`src/rtl/multicycle_controller.sv`:
```
// multicycle_controller: control FSM sequencing fetch/decode/execute/memory/writeback for the multicycle MIPS datapath
module multicycle_controller #(
    parameter int CNT_W           = 16,
    parameter bit HALT_ON_ILLEGAL = 1'b1
) (
    input  logic             clk,
    input  logic             rst,
    input  logic [5:0]       opcode,
    input  logic [5:0]       func,
    input  logic             ZeroFlag,
    output logic             initPC,
    output logic             PCLoad,
    output logic             IorD,
    output logic             MemRead,
    output logic             MemWrite,
    output logic             IRWrite,
    output logic             RegDst,
    output logic             MemToReg,
    output logic             regWriteSignal,
    output logic             ALUSrcA,
    output logic [1:0]       ALUSrcB,
    output logic [2:0]       ALUop,
    output logic [1:0]       PCSrc,
    output logic             halted,
    output logic [CNT_W-1:0] InstrCount
);
    typedef enum logic [3:0] {
        S_INIT, S_IF, S_ID, S_REX, S_RWB, S_MEMADR, S_MEMRD, S_MEMWB,
        S_MEMWR, S_BR, S_JMP, S_IEX, S_IWB, S_ILLEGAL, S_HALT
    } state_t;
    typedef struct packed {
        logic       init_pc;
        logic       pc_load;
        logic       iord;
        logic       mem_read;
        logic       mem_write;
        logic       ir_write;
        logic       reg_dst;
        logic       mem_to_reg;
        logic       reg_write;
        logic       alu_src_a;
        logic [1:0] alu_src_b;
        logic [2:0] alu_op;
        logic [1:0] pc_src;
        logic       halted;
    } ctl_t;
    state_t state, nxt;
    ctl_t ctl;
    logic [2:0] r_op, i_op;
    logic r_ok, retire;
    // Control word for a state; unlisted fields stay 0
    function automatic ctl_t decode(input state_t s, input logic [2:0] rop, input logic [2:0] iop);
        ctl_t d;
        d = '0;
        case (s)
            S_INIT: d.init_pc = 1'b1;
            S_IF: begin
                d.pc_load   = 1'b1;
                d.mem_read  = 1'b1;
                d.ir_write  = 1'b1;
                d.alu_src_b = 2'b01;
                d.alu_op    = 3'b010;
            end
            S_ID: begin
                d.alu_src_b = 2'b11;
                d.alu_op    = 3'b010;
            end
            S_REX: begin
                d.alu_src_a = 1'b1;
                d.alu_op    = rop;
            end
            S_RWB: begin
                d.reg_dst   = 1'b1;
                d.reg_write = 1'b1;
            end
            S_MEMADR: begin
                d.alu_src_a = 1'b1;
                d.alu_src_b = 2'b10;
                d.alu_op    = 3'b010;
            end
            S_MEMRD: begin
                d.iord     = 1'b1;
                d.mem_read = 1'b1;
            end
            S_MEMWB: begin
                d.mem_to_reg = 1'b1;
                d.reg_write  = 1'b1;
            end
            S_MEMWR: begin
                d.iord      = 1'b1;
                d.mem_write = 1'b1;
            end
            S_BR: begin
                d.alu_src_a = 1'b1;
                d.alu_op    = 3'b110;
                d.pc_src    = 2'b01;
            end
            S_JMP: begin
                d.pc_src  = 2'b10;
                d.pc_load = 1'b1;
            end
            S_IEX: begin
                d.alu_src_a = 1'b1;
                d.alu_src_b = 2'b10;
                d.alu_op    = iop;
            end
            S_IWB: d.reg_write = 1'b1;
            S_HALT: d.halted = 1'b1;
            default: ;
        endcase
        return d;
    endfunction
    // R-type funct decode into a direct ALU code plus legality
    always_comb begin
        r_op = 3'b010;
        r_ok = 1'b1;
        case (func)
            6'h20: r_op = 3'b010;
            6'h22: r_op = 3'b110;
            6'h24: r_op = 3'b000;
            6'h25: r_op = 3'b001;
            6'h2a: r_op = 3'b111;
            default: r_ok = 1'b0;
        endcase
    end
    assign i_op = opcode == 6'h0a ? 3'b111 : opcode == 6'h0c ? 3'b000 : 3'b010;
    assign retire = state inside {S_RWB, S_MEMWB, S_MEMWR, S_BR, S_JMP, S_IWB};
    // Next-state selection; opcode is taken from the live IR, which only changes in IF
    always_comb begin
        nxt = S_IF;
        case (state)
            S_INIT: nxt = S_IF;
            S_IF: nxt = S_ID;
            S_ID: begin
                case (opcode)
                    6'h00: nxt = S_REX;
                    6'h23, 6'h2b: nxt = S_MEMADR;
                    6'h04, 6'h05: nxt = S_BR;
                    6'h02: nxt = S_JMP;
                    6'h08, 6'h0a, 6'h0c: nxt = S_IEX;
                    default: nxt = S_ILLEGAL;
                endcase
            end
            S_REX: nxt = r_ok ? S_RWB : S_ILLEGAL;
            S_MEMADR: nxt = opcode == 6'h23 ? S_MEMRD : S_MEMWR;
            S_MEMRD: nxt = S_MEMWB;
            S_IEX: nxt = S_IWB;
            S_ILLEGAL: nxt = HALT_ON_ILLEGAL ? S_HALT : S_IF;
            S_HALT: nxt = S_HALT;
            default: nxt = S_IF;
        endcase
    end
    // State, registered control word for the state being entered, and retire counter
    always_ff @(posedge clk or posedge rst) begin
        if (rst) begin
            state      <= S_INIT;
            ctl        <= decode(S_INIT, 3'b000, 3'b000);
            InstrCount <= '0;
        end else begin
            state      <= nxt;
            ctl        <= decode(nxt, r_op, i_op);
            InstrCount <= InstrCount + CNT_W'(retire);
        end
    end
    // Branch PC load is Mealy: beq loads on zero, bne (opcode bit 0 set) on non-zero
    assign PCLoad         = ctl.pc_load | (state == S_BR && (ZeroFlag ^ opcode[0]));
    assign initPC         = ctl.init_pc;
    assign IorD           = ctl.iord;
    assign MemRead        = ctl.mem_read;
    assign MemWrite       = ctl.mem_write;
    assign IRWrite        = ctl.ir_write;
    assign RegDst         = ctl.reg_dst;
    assign MemToReg       = ctl.mem_to_reg;
    assign regWriteSignal = ctl.reg_write;
    assign ALUSrcA        = ctl.alu_src_a;
    assign ALUSrcB        = ctl.alu_src_b;
    assign ALUop          = ctl.alu_op;
    assign PCSrc          = ctl.pc_src;
    assign halted         = ctl.halted;
endmodule

```
`config.mk`:
```
export PLATFORM = sky130hd
export DESIGN_NAME = multicycle_controller
export DESIGN_NICKNAME = d
export VERILOG_FILES = /design/src/rtl/multicycle_controller.sv
export SDC_FILE = /design/constraint.sdc
export NUM_CORES = 1
export LEC_CHECK = 0
export CAP_MARGIN = 20
export CORE_ASPECT_RATIO = 1.2
export CORE_MARGIN = 2
export CORE_UTILIZATION = 25
export CTS_CLUSTER_DIAMETER = 50
export CTS_CLUSTER_SIZE = 25
export DETAILED_ROUTE_END_ITERATION = 7
export GPL_TIMING_DRIVEN = 0
export SYNTH_ARGS = -nofsm -noshare
export SYNTH_HDL_FRONTEND = slang
export SYNTH_SLANG_ARGS = --single-unit
```
`constraint.sdc`:
```
create_clock -name clk -period 2.4 [get_ports clk]
set_input_delay 0.6 -clock clk [delete_from_list [all_inputs] [get_ports clk]]
set_output_delay 0.6 -clock clk [all_outputs]
set_load 0.01 [all_outputs]
```
==> results.md <==
* IO Pins at 49
* Share of layout cells above drive strength 1 at 19.5%
* First-pass GRT wire length at 7.11 mm
* Cts bufs inserted at 5
* Worst setup SP type: input port
* Final min period at 2350 ps
* Diode count at 0
* Layout area overhead at 41.7%
* Final setup viols at 0
* Die Span Y at 99.9 um
* Die footprint at 0.00838 mm^2
* Core area at 0.00736 mm^2
* XOR/XNOR share of the synthesized area at 7.78%
* Gpl congestion at 0.845
* Vias in the first global route at 1533
* PD cells at 1140 mW/mm^2
* Row Count at 34
* Synthesized cell area at 0.00191 mm^2
* Largest fanout on the critical path at 5
* Initial Utilization at 26.0%
* Complex-gate fraction of the synthesized area at 11.4%
* TritonCTS clock tree: built
* Crit end category: register
* H-Tree Depth at 2
* Post-DR vias/cell at 4.60
* Clock-pin slew on the worst setup and hold paths at 70 ps
* Measured slew at the worst slew-check pin at 792 ps
* Synth Area in Simple Gates at 21.0%
* Final HPWL DP at 3.03 mm
* Crit path arrival time at 2520 ps
* Post-synth top flop: dfrtp_1
* Multiplexer area fraction after synthesis at 2.22%
* Wire per inst at 12.5 um
* Filler-free cell count of the finished design at 336
* # DRC at 0
* Synth Register Bits at 38
* Status: finished, final reports clean
* Sink Count at 38
* Max_slew headroom at 47.1%
* Syn Inst Count at 189
* Root Driver: clkbuf_8
* Worst-skew pair later-pin latency at 280 ps
* Main combinational cell family by area after synthesis: simple AND/OR/NAND/NOR gates
* Synth Area in Adders at 1.31%
* Routed wire length at 4.20 mm
* Fin. max-slew vios at 0
* Max Cap Viol at 0
* Port buffer count at 47
* Max Freq at 426 MHz
* GRT overflow at 0
* Yosys warning count at 0
* Tot Pwr at 3.08 mW
* Placed Cells at 326
* Hold-fix buffers, CTS at 0
* GRT Util Overall at 10.5%
* Remaining antenna violation count at 0
* Largest net degree at the start of global routing at 39
* Setup Crit Path Kind: in -> reg
* Max Clock Skew at 4.64 ps
* Die W at 83.9 um
* Number of synthesized flops with an enable pin at 0
* Net count, final at 262
* TritonRoute pass-1 iters at 4
* Net count after synthesis at 206
* Sequential-to-total area share from yosys stat at 49.7%
* Clock buffer depth at 2
* Async set-reset flop share out of synthesis at 100%
* Distinct cell type count of the synthesized netlist at 55
* VDD IR-drop max at 0.000358 V
* Initial antenna violation count at 0
* Via Count at 1546
* Tcrit/Tclk final at 97.9%
* Avg Inst Size Synth at 10.1 um^2
* CP required at 2570 ps
* Hold Path Class: reg -> reg
* Fin. Hold Viols at 0
* DR iter-0 viols at 60
* Leak at 1.18 nW
[path summary, 6_finish.rpt]
check	depth (start not counted)	endpoint	from	slack [ps]
setup / recovery	7	ALUop[1]	opcode[4]	50
hold reg to reg	1	InstrCount[15]	InstrCount[15]	470
min in group asynchronous	2	InstrCount[7]	rst	790
hold / removal	1	InstrCount[15]	InstrCount[15]	470
max in group asynchronous	2	state[3]	rst	1060
setup reg to reg	9	InstrCount[15]	state[2]	120
[cell type report]
class                   count  area [um^2]
clock inverters             2         60.1
flip-flops and latches     38          953
well taps                  90          113
clock buffers               6         82.6
multi-input cells         131          883
repair buffers             50          490
inverters                   6         25.0
plain buffers              13          105
fillers                   764         4650
[timing repair]
| action | in CTS | in global routing |
|---|---|---|
| cloned | 0 | 1 |
| setup endpoints to repair | 13 | 15 |
| buffers inserted | 0 | 3 |
| pin swaps | 2 | 4 |
| resized for setup | 13 | 12 |
| endpoints found under the hold margin | 0 | 0 |
[cell usage in the layout (no fill, tap or decap), types with 6 or more instances in the layout]
master            n
xnor2_1          10
nand2_1          22
clkdlybuf4s50_1  42
clkbuf_8          7
buf_4            11
dfrtp_1          36
nor2_1           11
nand3_1           7
xor2_1            7
nor3_1            6
[power breakdown]
group	total [mW]	leakage [nW]	internal (mW)	switching, mW
clock	0.667	0.0714	0.443	0.224
combinational	1.45	0.614	0.730	0.723
sequential	0.963	0.492	0.831	0.132
[routing by layer]
layer / routed length (um) / GRT usage (%) / vias to the layer above
met5: 0 / 0 / -
met4: 57 / 3.60 / 0
met3: 167 / 3.13 / 4
met2: 2070 / 17.7 / 43
met1: 1910 / 13.0 / 731
li1: - / - / 768
[through the flow]
step	area, um^2	setup TNS (ps)	setup WS, ps	util (%)	hold WS [ps]
floorplan	1910	0	186	-	508
global placement	2500	-4140	-434	33.9	461
detailed placement	2500	-3800	-401	33.9	464
CTS	2670	-22.8	-22.8	36.2	477
global route	2710	-5.80	-5.80	36.9	486
finish	2710	0	51.5	36.9	471
[cell usage after synthesis, drive strengths merged, types with 2 or more instances]
cell	n	area share [%]
xor2	7	3.2
and4	2	1.0
o21ai	5	1.3
and3	3	0.98
nand4	2	0.65
mux2	2	1.2
or2	3	0.98
nand3	7	1.8
nor3b	4	1.8
a21oi	3	0.78
nand2	22	4.3
mux2i	2	1.0
ha	2	1.3
nor2b	3	0.98
inv	6	1.3
a311oi	2	0.92
a31oi	4	1.3
a31o	3	1.4
dfrtp	37	48
nor2	13	2.7
nand2b	4	1.3
nor3	8	2.4
buf	12	4.4
clkbuf	3	0.59
xnor2	10	4.6
[worst max-delay path, stage by stage]
cell and delay (ps):
clkdlybuf4s50_1 470, or4_1 430, a221oi_1 260, o22a_2 280, inv_2 70, a211o_1 230, a31o_1 180
[state kept, by name, summed over array words and instances (netlist names)]
name,cells
ALUSrcA,1
ALUSrcB,2
ALUop,3
IRWrite,1
InstrCount,16
IorD,1
MemRead,1
MemToReg,1
MemWrite,1
PCSrc,2
RegDst,1
ctl,1
halted,1
initPC,1
regWriteSignal,1
state,4
[cell families after synthesis]
family / Yosys count
flip-flops: 38
buffers and inverters: 21
AND/OR/NAND/NOR: 76
other: 1
adder cells (fa/ha/maj): 2
XOR/XNOR: 17
multiplexers: 4
AO/OA/AOI/OAI: 30
No activity file was read; power rests on OpenSTA's default activity.
